==> src/rtl/uart_rx_wb_writer.sv <==
// Packs UART bytes into little-endian 32-bit words, queues them in a small word FIFO,
// and writes them as a Wishbone master into a circular RAM window.
module uart_rx_wb_writer #(
    parameter int          BITS       = 8,
    parameter logic [31:0] ADR_LL     = 32'h00C0_0000,
    parameter logic [31:0] ADR_UL     = 32'h00C1_0000,
    parameter int          FIFO_DEPTH = 4
) (
    input  logic            i_wb_clk,
    input  logic            i_wb_rst,
    input  logic            i_rx_valid,
    input  logic [BITS-1:0] i_rx_data,
    input  logic            i_flush,
    output logic [31:0]     o_wb_adr,
    output logic [31:0]     o_wb_dat,
    output logic [3:0]      o_wb_sel,
    output logic            o_wb_we,
    output logic            o_wb_cyc,
    input  logic            i_wb_ack,
    output logic            o_overrun,
    output logic            o_busy
);

    localparam int AW = $clog2(FIFO_DEPTH);

    typedef enum logic {S_IDLE, S_WRITE} state_t;

    state_t        state_q;
    logic [31:0]   pk_dat_q, pk_dat_d;
    logic [2:0]    pk_cnt_q, pk_cnt_d;
    logic [35:0]   mem_q [FIFO_DEPTH];
    logic [AW:0]   rd_q, wr_q;
    logic [31:0]   wr_ptr_q, wr_ptr_nxt;
    logic [31:0]   adr_q, dat_q;
    logic [3:0]    sel_q;
    logic          cyc_q, overrun_q;

    logic          push, pop, accept, empty, full;
    logic [31:0]   push_dat;
    logic [3:0]    push_sel;
    logic [35:0]   head;

    // The incoming byte is packed before a same-cycle flush is evaluated.
    always_comb begin
        pk_dat_d = pk_dat_q;
        pk_cnt_d = pk_cnt_q;
        if (i_rx_valid) begin
            pk_dat_d[BITS*int'(pk_cnt_q[1:0]) +: BITS] = i_rx_data;
            pk_cnt_d = pk_cnt_q + 3'd1;
        end
        push     = (pk_cnt_d == 3'd4) || (i_flush && (pk_cnt_d != 3'd0));
        push_dat = pk_dat_d;
        case (pk_cnt_d)
            3'd1:    push_sel = 4'b0001;
            3'd2:    push_sel = 4'b0011;
            3'd3:    push_sel = 4'b0111;
            default: push_sel = 4'b1111;
        endcase
        if (push) begin
            pk_dat_d = '0;
            pk_cnt_d = '0;
        end
    end

    assign empty  = (rd_q == wr_q);
    assign full   = (rd_q[AW] != wr_q[AW]) && (rd_q[AW-1:0] == wr_q[AW-1:0]);
    assign pop    = (state_q == S_WRITE) && i_wb_ack;
    assign accept = push && (!full || pop);
    // An empty FIFO forwards the word being pushed so cyc can rise one cycle after the last byte.
    assign head   = empty ? {push_sel, push_dat} : mem_q[rd_q[AW-1:0]];

    assign wr_ptr_nxt = (wr_ptr_q + 32'd4 == ADR_UL) ? ADR_LL : wr_ptr_q + 32'd4;

    always_ff @(posedge i_wb_clk) begin
        if (accept) mem_q[wr_q[AW-1:0]] <= {push_sel, push_dat};
    end

    always_ff @(posedge i_wb_clk) begin
        if (i_wb_rst) begin
            state_q   <= S_IDLE;
            pk_dat_q  <= '0;
            pk_cnt_q  <= '0;
            rd_q      <= '0;
            wr_q      <= '0;
            wr_ptr_q  <= ADR_LL;
            adr_q     <= ADR_LL;
            dat_q     <= '0;
            sel_q     <= '0;
            cyc_q     <= 1'b0;
            overrun_q <= 1'b0;
        end else begin
            pk_dat_q <= pk_dat_d;
            pk_cnt_q <= pk_cnt_d;
            if (accept) wr_q <= wr_q + 1'b1;
            if (push && !accept) overrun_q <= 1'b1;
            if (pop) rd_q <= rd_q + 1'b1;
            case (state_q)
                S_IDLE: begin
                    if (!empty || push) begin
                        adr_q   <= wr_ptr_q;
                        sel_q   <= head[35:32];
                        dat_q   <= head[31:0];
                        cyc_q   <= 1'b1;
                        state_q <= S_WRITE;
                    end
                end
                S_WRITE: begin
                    if (i_wb_ack) begin
                        cyc_q    <= 1'b0;
                        wr_ptr_q <= wr_ptr_nxt;
                        state_q  <= S_IDLE;
                    end
                end
                default: state_q <= S_IDLE;
            endcase
        end
    end

    assign o_wb_adr  = adr_q;
    assign o_wb_dat  = dat_q;
    assign o_wb_sel  = sel_q;
    assign o_wb_cyc  = cyc_q;
    assign o_wb_we   = cyc_q;
    assign o_overrun = overrun_q;
    assign o_busy    = !empty || cyc_q || (pk_cnt_q != 3'd0);

endmodule

==> config.mk <==
export PLATFORM = sky130hd
export DESIGN_NAME = uart_rx_wb_writer
export DESIGN_NICKNAME = d
export VERILOG_FILES = /design/src/rtl/uart_rx_wb_writer.sv
export SDC_FILE = /design/constraint.sdc
export NUM_CORES = 1
export LEC_CHECK = 0
export ABC_AREA = 1
export BUFFER_PORTS_ARGS = -buffer_cell sky130_fd_sc_hd__buf_2
export CELL_PAD_IN_SITES_DETAIL_PLACEMENT = 0
export CELL_PAD_IN_SITES_GLOBAL_PLACEMENT = 1
export CORE_AREA = 10 10 167 169
export CTS_CLUSTER_DIAMETER = 150
export DETAILED_ROUTE_END_ITERATION = 16
export DIE_AREA = 0 0 177 179
export GPL_ROUTABILITY_DRIVEN = 0
export GPL_TIMING_DRIVEN = 0
export PLACE_DENSITY_LB_ADDON = 0.1
export SETUP_SLACK_MARGIN = 0.05
export SYNTH_ARGS = -nofsm -noshare
export SYNTH_HDL_FRONTEND = slang
export SYNTH_SLANG_ARGS = --single-unit
==> constraint.sdc <==
create_clock -name i_wb_clk -period 6.8 [get_ports i_wb_clk]
set_input_delay 0.68 -clock i_wb_clk [delete_from_list [all_inputs] [get_ports i_wb_clk]]
set_output_delay 0.68 -clock i_wb_clk [all_outputs]
set_load 0.005 [all_outputs]
# Word level (Yosys, flattened, before mapping)
# Memory sizes are Yosys's and may differ from the RTL's. A register that Yosys moved wholly into a read port is not among the register bits.
# Index checks and enable logic that the tools add are counted.
# totals
ff_bits,108
n_memories,1
ram_bits,144
inputBits,13
wordCells,60
# classes
n_mux,13
n_reduce_logical,19
n_bitwise,1
n_addsub,5
eq_ne,10
shifts,2
# memory_table
memory,words,word_bits,read_ports,rd_clocked_by_memory_dff,write_ports,line_no,text
mem_q,4,36,1,1,1,31,logic [35:0] mem_q [FIFO_DEPTH];
# ops
cell,count
32-bit 2-to-1 mux,2
5-bit negator with 33-bit output,1
8-bit by 33-bit variable shift with 32-bit output (first input constant),1
8-bit by 33-bit indexed part select with 32-bit output,1
32-bit by 3-bit adder with 32-bit output (second input constant),1
32-bit bitwise mux,1
32-bit by 24-bit == test with 1-bit output (second input constant),1
4-bit one-hot mux with 3 select lines,1
3-bit by 1-bit adder with 3-bit output (second input constant),3
3-bit by 2-bit == test with 1-bit output (second input constant),2
1-bit 2-to-1 mux,6
2-bit AND reduction,3
3-bit nonzero test,2
1-bit logical AND,5
1-bit logical OR,5
2-bit inequality test (second input constant),2
1-bit one-hot mux with 2 select lines,2
3-bit by 1-bit == test with 1-bit output (second input constant),1
3-bit == test,1
3-bit == test (second input constant),1
1-bit logical NOT,3
3-bit 2-to-1 mux,1
2-bit == test,1
2-bit OR reduction,1
other kinds (2),2

# Longest topological paths before layout
# depth
ltp_word,8
depth_mapped,19
ltp_nobuf,17

# Least setup slack after synthesis
# No wires, ideal clock.
# synth_timing
path_type,register to register
start,register pk_cnt_q[0]
end,"memory mem_q[3][0], enable pin"
path_stages_with_launch,13
setup_ns,0.430
slack_ns,3.270
synth_period_minus_slack_ns,3.530
arrival_time_ns,3.100
path_cell_list,dfxtp_1 > buf_4 > inv_2 > ha_1 > inv_1 > nand2_1 > o21ai_2 > nand2_1 > inv_2 > o21ai_2 > inv_2 > nand2_4 > nor2_1
# synth_via
elab_chain_cells,8
word_cells_on_any_way,9
classes_between,1 x add/sub; 1 x eq/ne; 3 x mux; 4 x reduce/logical
# synth_rtl
item,line_no,text
"start, declared",30,"logic [2:0] pk_cnt_q, pk_cnt_d;"
"start signal, assigned",93,pk_cnt_q <= pk_cnt_d;
3-bit by 1-bit adder with 3-bit output,49,pk_cnt_d = pk_cnt_q + 3'd1;
3-bit 2-to-1 mux (*),47,if (i_rx_valid) begin
3-bit nonzero test,51,push = (pk_cnt_d == 3'd4) || (i_flush && (pk_cnt_d != 3'd0));
1-bit logical AND,51,
1-bit logical OR (*),51,
1-bit logical AND (*),68,assign accept = push && (!full || pop);
1-bit 2-to-1 mux (*),75,"if (accept) mem_q[wr_q[AW-1:0]] <= {push_sel, push_dat};"
1-bit 2-to-1 mux (not written as such) (*),75,
"end, declared",31,
# Every way passes the cells marked *; elsewhere a longest branch is shown, timed or not.

# Worst setup path after layout
# layout_timing
start,register pk_cnt_q[0]
end,"memory mem_q[3][9], enable pin"
# Same word-level chain as after synthesis.

==> impl_metrics.json <==
{
  "root_buffer": "clkbuf_16",
  "cts.sinks": 280,
  "final_cell_mix": "254 x nand2_1, 195 x nor2_1, 140 x edfxtp_1, 140 x dfxtp_1, 138 x inv_1",
  "dieHeight_um": 179,
  "p_int_w": 0.00347,
  "drt-wirelength-per-cell_um": 18.5,
  "maxCapViolations": 0,
  "finalMaxSlewViolations": 0,
  "period_needed_ps": 3000,
  "hold_viol_final": 0,
  "setup_viol": 0,
  "final_antenna_net_count": 0,
  "power.leakage_nw": 5.71,
  "io_buffers": 80,
  "switching_share": 0.329,
  "drt-vias-per-instance": 5.27,
  "drt-initial-drc-count": 723,
  "fp.dieW_um": 177,
  "final_nets": 1489,
  "cp_slowest_cell": "nor2_4",
  "area_delta_synth_final_pct": 15.9,
  "crit_path_end_kind": "flop",
  "seqPwrFrac": 0.411,
  "cts_hold_buf": 0,
  "drive_above_1_share": 0.136,
  "worst_ep_required_time_ps": 7040,
  "dr.pass1.iters": 5,
  "pin_count": 85,
  "yosysTopAreaCell": "edfxtp_1",
  "pwr-share-clk": 0.315,
  "ys.warnings.count": 0,
  "ir_worst_vdd_uv": 274,
  "period_share": 0.440,
  "max_freq_mhz": 334,
  "vias": 9576,
  "yosysSeqAreaShare": 0.577,
  "cp.arrival_ps": 3240,
  "numCtsBuffers": 30,
  "cts.path.max_buffers": 3,
  "outcome": "finished, final reports clean",
  "async_reset_ff_frac": 0,
  "first_global_vias": 9322,
  "crit_fanout": 20,
  "dieArea_mm2": 0.0317,
  "start_kind": "flop",
  "path_delay_family": "buffers and inverters",
  "rsz0062_at_grt": "no",
  "wl_mm": 33.6,
  "synth_seq_cells": 280,
  "hold_path_depth": 1,
  "critPathKind": "flop to flop",
  "grt_max_degree": 21,
  "final_core_util": 0.569,
  "antenna_found_initial": 0,
  "slowest_delay_ps": 570,
  "synth.avg_cell_area_um2": 9.01,
  "cts_resized": 0,
  "core.rowCount": 58,
  "syn_area_mm2": 0.0121,
  "crit_chain": "buf_4 > inv_2 > ha_1 > inv_1 > nand2_1 > o21ai_2 > nand2_1 > inv_2 > o21ai_2 > inv_2 > nand2_4 > nor2_4 > buf_12",
  "clkLatencyLatePin_ps": 550,
  "power_switching_w": 0.00170,
  "grt.total_usage": 0.211,
  "synth_top_area_share": 0.346,
  "synth_edf_count": 140,
  "diodes": 0,
  "skew_ps": 9.56,
  "ys_types": 41,
  "core_mm2": 0.0247,
  "grt_first_pass_wirelength_mm": 52.5,
  "synth_cells": 1347,
  "slew_headroom": 0.502,
  "cp_num_buf_inv": 6,
  "power_frac_comb": 0.274,
  "dp_hpwl_mm": 23.3,
  "grt_overflow": 0,
  "synth-main-ff-cell": "edfxtp_1",
  "setup_tns_ps": 0,
  "clkTransAtPathRegs_ps": 60,
  "reg2reg_depth": 13,
  "htree_levels": 1,
  "p_total_w": 0.00517,
  "worst-slew-pin-transition_ps": 747,
  "cts_tree": "built",
  "cpMostUsedCell": "inv_2",
  "mostFrequentLayoutCell": "nand2_1",
  "route.detailed.drc": 0,
  "cts_setup_buffers": 0,
  "power_density_mw_per_mm2": 367,
  "path_depth": 13,
  "initial_core_util": 0.491,
  "synth_area_leaders": "edfxtp_1 35%, dfxtp_1 23%, nand2_1 7.9%",
  "worst_hold_path_type": "flop to flop"
}
## through the flow
step | hold slack [ps] | setup WS (ps) | cells | instance area (µm²)
6_report | 472 | 3800 | 1818 | 14100
5_1_grt | 499 | 3560 | 1818 | 14100
4_1_cts | 470 | 3790 | 1818 | 14100
3_5_place_dp | 465 | 3800 | 1762 | 13100
3_3_place_gp | 454 | 1580 | 1758 | 13000
2_1_floorplan | 442 | 3270 | 1348 | 12100
## state kept, by name (all words and copies together), names as in the netlist
signal,cells
o_wb_cyc,1
pk_cnt_q,3
o_wb_sel,4
rd_q,3
mem_q,140
o_wb_dat,32
wr_q,3
o_wb_adr,30
o_overrun,1
wr_ptr_q,30
state_q,1
pk_dat_q,32
## per-layer routing
metal / routed length, µm / global-route usage
met1: 14100 / 0.264
met2: 16700 / 0.367
met3: 2080 / 0.0343
met4: 724 / 0.0630
met5: 0 / 0
## final cells by class
class | count | area, µm²
Clock buffer | 41 | 843
Clock inverter | 15 | 148
Tap cell | 330 | 413
Fill cell | 2320 | 10700
Buffer | 63 | 363
Inverter | 156 | 593
Sequential cell | 280 | 7010
Timing Repair Buffer | 84 | 495
Multi-Input combinational cell | 849 | 4210
## cells in the mapped netlist, drive strengths merged (5+ instances only)
| library cell | instances |
|---|---|
| a211oi | 6 |
| a21oi | 42 |
| a22oi | 5 |
| buf | 29 |
| clkbuf | 34 |
| clkinv | 5 |
| dfxtp | 140 |
| edfxtp | 140 |
| ha | 12 |
| inv | 151 |
| nand2 | 259 |
| nand3 | 65 |
| nand4 | 12 |
| nor2 | 208 |
| o211ai | 37 |
| o21a | 14 |
| o21ai | 116 |
| o22ai | 51 |
| xor2 | 7 |
## worst paths after layout
path / from / end / slack (ps)
setup / recovery: pk_cnt_q[0]$_SDFF_PP0_ / mem_q[3][9]$_DFFE_PP_ / 3800
hold / removal: wr_q[2]$_SDFFE_PP0P_ / wr_q[2]$_SDFFE_PP0P_ / 470
setup reg to reg: pk_cnt_q[0]$_SDFF_PP0_ / mem_q[3][9]$_DFFE_PP_ / 3800
hold reg to reg: wr_q[2]$_SDFFE_PP0P_ / wr_q[2]$_SDFFE_PP0P_ / 470
## kinds of logic (layout without fill, tap and decap cells)
logic type | count (synthesis) | count (layout) | share of synthesized area
and+or+nand+nor | 552 | 552 | 0.188
xor gates and xnor gates | 9 | 9 | 0.00711
adders and majority gates | 12 | 12 | 0.0124
AOI/OAI and AO/OA | 274 | 274 | 0.137
buffers and inverters | 219 | 359 | 0.0787
other | 1 | 2 | 0.000309
DFF | 280 | 280 | 0.577
## power by group through the flow
| stage | registers, W | logic (W) | clock network (W) |
|---|---|---|---|
| finish | 0.00212 | 0.00142 | 0.00163 |
| floorplan | 0.00216 | 0.000851 | 0 |
| CTS | 0.00212 | 0.00144 | 0.00165 |
| global route | 0.00215 | 0.00158 | 0.00173 |
| detailed placement | 0.00216 | 0.00143 | 0 |
| global placement | 0.00216 | 0.00139 | 0 |
## worst reg2reg max path, cell delays in order, from the launching register on
cell and delay [ps]:
dfxtp_1 390, buf_4 200, inv_2 120, ha_1 370, inv_1 120, nand2_1 70, o21ai_2 90, nand2_1 90
inv_2 80, o21ai_2 90, inv_2 90, nand2_4 130, nor2_4 570, buf_12 270
No activity file was read; power rests on OpenSTA's default activity.
